===== src/rtl/systolic_skew_feeder.sv =====
// systolic_skew_feeder: skews one N-element vector per accept into a diagonal wavefront (lane i delayed i cycles), zero-padding idle/bubble/flush cycles.
// Define SYSTOLIC_SKEW_FEEDER_PERF_EN to add a saturating bubble_cnt of STREAM cycles without an accept.
module systolic_skew_feeder #(
    parameter int WIDTH = 16,
    parameter int N     = 4,
    parameter int DRAIN = 4
) (
    input  logic               clk,
    input  logic               rst,
    input  logic               in_valid,
    output logic               in_ready,
    input  logic [N*WIDTH-1:0] in_data,
    input  logic               in_last,
    output logic [N*WIDTH-1:0] out_data,
    output logic [N-1:0]       out_valid,
    output logic               busy,
    output logic               done
`ifdef SYSTOLIC_SKEW_FEEDER_PERF_EN
    ,
    output logic [15:0]        bubble_cnt
`endif
);
    localparam int CW = $clog2(N + DRAIN) + 1;
    localparam logic [CW-1:0] FLUSH_LOAD = CW'(N + DRAIN - 2);

    typedef enum logic [1:0] {IDLE, STREAM, FLUSH, DONE} state_t;

    state_t        state_q, state_d;
    logic [CW-1:0] cnt_q, cnt_d;
    logic          done_q, done_d;
    logic          acc;

    assign in_ready = !rst && (state_q == IDLE || state_q == STREAM);
    assign acc      = in_valid && in_ready;
    assign busy     = state_q != IDLE;
    assign done     = done_q;

    always_comb begin
        state_d = state_q;
        case (state_q)
            IDLE, STREAM: if (acc) state_d = in_last ? FLUSH : STREAM;
            FLUSH:        state_d = (cnt_q == '0) ? DONE : FLUSH;
            default:      state_d = IDLE;
        endcase
        cnt_d  = (state_d == FLUSH) ? ((state_q == FLUSH) ? cnt_q - 1'b1 : FLUSH_LOAD) : '0;
        done_d = state_d == DONE;
    end

    always_ff @(posedge clk) begin
        if (rst) begin
            state_q <= IDLE;
            cnt_q   <= '0;
            done_q  <= 1'b0;
        end else begin
            state_q <= state_d;
            cnt_q   <= cnt_d;
            done_q  <= done_d;
        end
    end

    // Lane i is an (i+1)-deep chain; non-accept cycles inject accumulation-neutral zeros.
    for (genvar i = 0; i < N; i++) begin : g_lane
        logic [WIDTH-1:0] dat_q [0:i];
        logic [WIDTH-1:0] dat_d [0:i];
        logic [i:0]       vld_q, vld_d;
        always_comb begin
            dat_d[0] = acc ? in_data[i*WIDTH +: WIDTH] : '0;
            vld_d[0] = acc;
            for (int k = 1; k <= i; k++) begin
                dat_d[k] = dat_q[k-1];
                vld_d[k] = vld_q[k-1];
            end
        end
        always_ff @(posedge clk) begin
            if (rst) begin
                dat_q <= '{default: '0};
                vld_q <= '0;
            end else begin
                dat_q <= dat_d;
                vld_q <= vld_d;
            end
        end
        assign out_data[i*WIDTH +: WIDTH] = dat_q[i];
        assign out_valid[i]               = vld_q[i];
    end

`ifdef SYSTOLIC_SKEW_FEEDER_PERF_EN
    logic [15:0] bubble_q, bubble_d;

    always_comb begin
        bubble_d = (state_q == IDLE && state_d == STREAM) ? 16'd0 :
                   (state_q == STREAM && !acc && bubble_q != 16'hFFFF) ? bubble_q + 16'd1 : bubble_q;
    end

    always_ff @(posedge clk) begin
        if (rst) bubble_q <= '0;
        else     bubble_q <= bubble_d;
    end

    assign bubble_cnt = bubble_q;
`endif
endmodule


===== config.mk =====
export PLATFORM = sky130hd
export DESIGN_NAME = systolic_skew_feeder
export DESIGN_NICKNAME = d
export VERILOG_FILES = /design/src/rtl/systolic_skew_feeder.sv
export SDC_FILE = /design/constraint.sdc
export NUM_CORES = 1
export LEC_CHECK = 0
export BUFFER_PORTS_ARGS = -buffer_cell sky130_fd_sc_hd__buf_4
export CAP_MARGIN = 25
export CORE_MARGIN = 8
export CORE_UTILIZATION = 35
export CTS_BUF_LIST = sky130_fd_sc_hd__clkbuf_8
export CTS_CLUSTER_SIZE = 30
export DETAILED_ROUTE_END_ITERATION = 8
export PLACE_DENSITY = 0.68
export SLEW_MARGIN = 20
export SYNTH_ARGS = -nofsm -noshare
export SYNTH_HDL_FRONTEND = slang
export SYNTH_SLANG_ARGS = --single-unit
export TNS_END_PERCENT = 1

===== constraint.sdc =====
create_clock -name clk -period 1.6 [get_ports clk]
set_input_delay 0 -clock clk [delete_from_list [all_inputs] [get_ports clk]]
set_output_delay 0 -clock clk [all_outputs]
set_load 0.005 [all_outputs]

==> flow_summary.json, run 1 <==
{
  "critPathCaptureType": "output port",
  "io_pins": 139,
  "ys_seq_area_frac": 0.721,
  "cts_tree": "yes",
  "viasPerCell": 4.09,
  "htreeDepth": 4,
  "core_area_sq_um": 13200,
  "power_leakage_nw": 3.23,
  "fp-row-count": 42,
  "clockRootBuffer": "clkbuf_8",
  "syn_nets": 457,
  "finalSetupTns_ns": 0,
  "layout_commonest_cell": "dfxtp_1",
  "ys_ff_latch": 171,
  "worstMarginPinSlew_ns": 0.540,
  "synthCells": 388,
  "max_cap_viol_count": 0,
  "p_int_mw": 6.07,
  "outcome": "complete, no violations",
  "wl_per_cell_um": 13.1,
  "antenna_found_initial": 0,
  "place_congestion": 0.677,
  "seq_power_share": 0.565,
  "grt_pass1_wl_um": 17000,
  "power.net_switching_mw": 1.75,
  "drv_slew": 0,
  "clkPwrFrac": 0.360,
  "area_delta_synth_final_pct": 46.5,
  "grtUsageTotal": 0.122,
  "arrival_ns": 1.37,
  "final_nets": 657,
  "critPathBufInv": 2,
  "cp_cell_sequence": "nor2_4, buf_6, buf_4",
  "clkTransAtPathRegs_ns": 0.09,
  "avgSynthCellArea_sq_um": 12.2,
  "critPathTopFamily": "flip-flops",
  "netlist_area_sq_um": 4750,
  "peakVddDrop_uv": 515,
  "drc": 0,
  "sw_frac_of_total": 0.224,
  "io_buffers": 138,
  "cts_sinks": 171,
  "crit_slowest_cell": "dfxtp_1",
  "min_path_type": "input port to flip-flop",
  "cts_buffers": 17,
  "final_util": 0.526,
  "cp_data_required_time_ns": 1.60,
  "p_comb_frac": 0.075,
  "cts.path.max_buffers": 2,
  "hpwl_um": 6280,
  "relSlewSlack": 0.640,
  "overflow": 0,
  "die_w_um": 133,
  "dieArea_sq_um": 17600,
  "grt_max_degree": 95,
  "final-setup-viol-count": 0,
  "clock_skew_ns": 0.00949,
  "fmax_mhz": 730,
  "diodes": 0,
  "total_power_mw": 7.82,
  "ys.warnings.count": 0,
  "drt_pass1_iterations": 4,
  "postRouteAntennaNets": 0,
  "vias": 3177,
  "drt_iter0_markers": 94,
  "wirelength_um": 10200,
  "post_cts_buffers": 0,
  "grt_pass1_vias": 3317,
  "die_h_um": 133,
  "clk_latency_ns": 0.43,
  "initial_utilization": 0.359,
  "start_kind": "flip-flop",
  "finalCritPeriodShare": 0.856,
  "final_cell_mix": "dfxtp_1, buf_4, nor2b_1, dlygate4sd3_1, and3_1",
  "drive_gt1_frac": 0.295,
  "critPathMaxFanout": 34,
  "rsz0062_at_grt": "no",
  "synth.distinct_cells": 25,
  "max_stage_delay_ns": 0.39,
  "whs_ns": 0.112,
  "p_per_area_nw_per_um2": 1120,
  "worstSetupPathType": "flip-flop to output port",
  "finalCriticalPeriod_ns": 1.37,
  "final-hold-violation-count": 0
}
metal layers:
metal  GRT usage  vias up  wire length [um]
met5           0        -                 0
met4      0.0498        0               169
met3      0.0700       12               881
met2       0.198       99              4930
met1       0.128     1442              4200
li1            -     1624                 -
final timing paths:
check / start / end / slack, ns / cells after the start
min: in_valid / g_lane[1].dat_d[11] / 0.11 / 2
max: state_q[1] / in_ready / 0.23 / 3
max reg2reg: cnt_q[0] / state_q[0] / 0.26 / 5
min reg2reg: g_lane[1].dat_d[9] / out_data[25] / 0.44 / 1
power by group through the flow:
stage | sequential [mW] | combinational, mW | clock, mW
floorplan | 4.51 | 0.210 | 0
global placement | 4.51 | 0.437 | 0
detailed placement | 4.52 | 0.449 | 0
CTS | 4.42 | 0.583 | 2.94
global route | 4.44 | 0.637 | 3.15
finish | 4.42 | 0.584 | 2.82
flip-flops by register name, summed over array words and instances (netlist names):
signal	flops
cnt_q	4
state_q	2
done	1
g_lane.dat_d	96
out_data	48
g_lane.dat_q	16
g_lane.vld_q	4
through the flow:
step	area, sq um	instances	worst slack [ns]
after floorplan	4750	388	0.362
after global placement	5920	679	0.339
after detailed placement	5920	679	0.267
after CTS	6960	776	0.118
after global routing	6960	776	0.0815
final	6960	776	0.230
cell type report:
class	instances	area, sq um
Sequential cell	171	3420
Multi-Input combinational cell	187	1190
Clock inverter	12	116
Fill cell	1157	6280
Timing Repair Buffer	207	1740
Inverter	4	15.0
Tap cell	176	220
Clock buffer	19	262
synthesized netlist by cell type:
library cell / count / area share
nor2_2: 1 / 0.0013
nor3b_2: 1 / 0.0026
nor2b_1: 99 / 0.13
a21o_1: 1 / 0.0016
xor2_1: 1 / 0.0018
nand2b_1: 1 / 0.0013
inv_1: 4 / 0.0032
or3b_4: 1 / 0.0024
or2_1: 1 / 0.0013
buf_2: 11 / 0.012
ha_1: 1 / 0.0026
and2_1: 2 / 0.0026
nor3_1: 1 / 0.0011
or2_2: 1 / 0.0013
o21ai_0: 2 / 0.0021
clkbuf_2: 1 / 0.0011
buf_4: 5 / 0.0079
a21oi_1: 2 / 0.0021
nor2_1: 5 / 0.0040
and3_1: 64 / 0.084
mux2i_1: 1 / 0.0021
o32a_1: 1 / 0.0021
dfxtp_1: 171 / 0.72
clkbuf_1: 9 / 0.0071
nand3b_1: 1 / 0.0016
kinds of logic (layout without fill, tap and decap cells):
kind of cell / count (synthesis) / after routing / share of synthesized area
AO/OA/AOI/OAI: 6 / 6 / 0.00790
buffers and inverters: 30 / 242 / 0.0308
adder cells (fa/ha/maj): 1 / 1 / 0.00263
XOR/XNOR: 1 / 1 / 0.00184
AND/OR/NAND/NOR: 178 / 178 / 0.234
multiplexers: 1 / 1 / 0.00211
flip-flops: 171 / 171 / 0.721
repair_timing:
action,CTS,global route
setup endpoints to repair,0,1
resized for setup,0,1
hold buffers,66,0
hold endpoints to repair,76,0
No activity file was read; power rests on OpenSTA's default activity.
==> inputs of run 2 (changes only) <==
--- a/config.mk
+++ b/config.mk
@@ -7,12 +7,14 @@
 export LEC_CHECK = 0
 export BUFFER_PORTS_ARGS = -buffer_cell sky130_fd_sc_hd__buf_4
 export CAP_MARGIN = 25
+export CELL_PAD_IN_SITES_DETAIL_PLACEMENT = 0
+export CELL_PAD_IN_SITES_GLOBAL_PLACEMENT = 2
 export CORE_MARGIN = 8
-export CORE_UTILIZATION = 35
+export CORE_UTILIZATION = 34
 export CTS_BUF_LIST = sky130_fd_sc_hd__clkbuf_8
 export CTS_CLUSTER_SIZE = 30
 export DETAILED_ROUTE_END_ITERATION = 8
-export PLACE_DENSITY = 0.68
+export PLACE_DENSITY = 0.91
 export SLEW_MARGIN = 20
 export SYNTH_ARGS = -nofsm -noshare
 export SYNTH_HDL_FRONTEND = slang
==> flow_summary.json, run 2 (synthesis results as in run 1) <==
{
  "wl_per_cell_um": 12.7,
  "post_cts_buffers": 0,
  "grt_pass1_vias": 3172,
  "final-setup-viol-count": 0,
  "drv_slew": 0,
  "clkTransAtPathRegs_ns": 0.09,
  "area_delta_synth_final_pct": 46.3,
  "initial_utilization": 0.345,
  "cpMostUsedCell": "buf_4",
  "clk_latency_ns": 0.44,
  "cp_cell_sequence": "nor2_4, buf_4, buf_4",
  "worstSetupPathType": "flip-flop to output port",
  "p_per_area_nw_per_um2": 1120,
  "critPathBufInv": 2,
  "critPathCaptureType": "output port",
  "peakVddDrop_uv": 409,
  "clock_skew_ns": 0.0127,
  "critPathMaxFanout": 39,
  "sw_frac_of_total": 0.227,
  "io_buffers": 138,
  "min_path_type": "input port to flip-flop",
  "outcome": "complete, no violations",
  "relSlewSlack": 0.659,
  "grtUsageTotal": 0.112,
  "vias": 3177,
  "postRouteAntennaNets": 0,
  "finalCriticalPeriod_ns": 1.47,
  "final_nets": 657,
  "place_congestion": 0.712,
  "seq_power_share": 0.567,
  "dieArea_sq_um": 18000,
  "drc": 0,
  "cts_tree": "yes",
  "cts_sinks": 171,
  "drt_iter0_markers": 110,
  "finalSetupTns_ns": 0,
  "rsz0062_at_grt": "no",
  "cts_buffers": 17,
  "diodes": 0,
  "worstMarginPinSlew_ns": 0.511,
  "htreeDepth": 4,
  "cts-resized-gates": 0,
  "p_int_mw": 6.02,
  "io_pins": 139,
  "cts.path.max_buffers": 2,
  "viasPerCell": 4.07,
  "cp_data_required_time_ns": 1.60,
  "start_kind": "flip-flop",
  "antenna_found_initial": 0,
  "die_w_um": 134,
  "final_cell_mix": "dfxtp_1, buf_4, nor2b_1, dlygate4sd3_1, and3_1",
  "die_h_um": 134,
  "core_area_sq_um": 13800,
  "drt_pass1_iterations": 4,
  "max_stage_delay_ns": 0.39,
  "clkPwrFrac": 0.359,
  "fp-row-count": 43,
  "power.net_switching_mw": 1.77,
  "overflow": 0,
  "critPathTopFamily": "buffers and inverters",
  "power_leakage_nw": 3.24,
  "placed_cell_area_sq_um": 5920,
  "drive_gt1_frac": 0.293,
  "layout_commonest_cell": "dfxtp_1",
  "clockRootBuffer": "clkbuf_8",
  "grt_pass1_wl_um": 15600,
  "arrival_ns": 1.47,
  "wirelength_um": 9890,
  "final-hold-violation-count": 0,
  "largest_register_ffs": 96,
  "p_comb_frac": 0.074,
  "design_area_sq_um": 6950,
  "max_cap_viol_count": 0,
  "fmax_mhz": 678,
  "grt_max_degree": 79,
  "crit_slowest_cell": "dfxtp_1",
  "finalCritPeriodShare": 0.922
}
run 2: power groups by stage:
stage / clock, mW / combinational, mW / sequential [mW]
2_1_floorplan: 0 / 0.210 / 4.51
3_3_place_gp: 0 / 0.442 / 4.52
3_5_place_dp: 0 / 0.451 / 4.52
4_1_cts: 2.90 / 0.582 / 4.42
5_1_grt: 3.09 / 0.635 / 4.43
6_report: 2.79 / 0.576 / 4.42
run 2: path summary, 6_finish.rpt:
| kind | to | depth (start not counted) | from | slack [ns] |
|---|---|---|---|---|
| worst max register to register | state_q[0] | 5 | cnt_q[0] | 0.25 |
| worst min register to register | g_lane[3].dat_d[3] | 1 | g_lane[3].dat_d[19] | 0.43 |
| worst max-delay path | in_ready | 3 | state_q[1] | 0.13 |
| worst min-delay path | g_lane[3].dat_d[39] | 2 | in_valid | 0.06 |
run 2: what timing repair did:
action                     in CTS  in global routing
setup endpoints to repair       0                  0
hold endpoints to repair       89                  0
hold buffers                   66                  0
run 2: worst reg2reg max path, delay by kind of cell (launching register included):
kind,cells,cell delay [ns]
compound gates,1,0.19
fa+ha+maj,1,0.21
buf+inv,1,0.07
flops,1,0.34
simple gates,2,0.49
run 2: layout make-up:
class / count / area, sq um
multi-input combinational: 187 / 1190
inverter: 4 / 15.0
tap: 180 / 225
clock inverter: 14 / 120
fill: 1201 / 6820
sequential: 171 / 3420
clock buffer: 18 / 248
timing repair buffer: 207 / 1730
run 2: per-layer routing:
layer | share of wire | track usage
met1 | 0.40 | 0.110
met2 | 0.48 | 0.184
met3 | 0.097 | 0.0703
met4 | 0.017 | 0.0505
met5 | 0 | 0
run 2: stage by stage:
stage	worst slack, ns	hold slack [ns]	instances	utilization	power (mW)
floorplan	0.362	0.153	388	-	4.72
global placement	0.330	0.232	683	0.430	4.96
detailed placement	0.257	0.236	683	0.430	4.97
CTS	0.0752	0.0498	781	0.505	7.91
global route	0.00465	0.0702	781	0.505	8.16
finish	0.126	0.0616	781	0.505	7.79
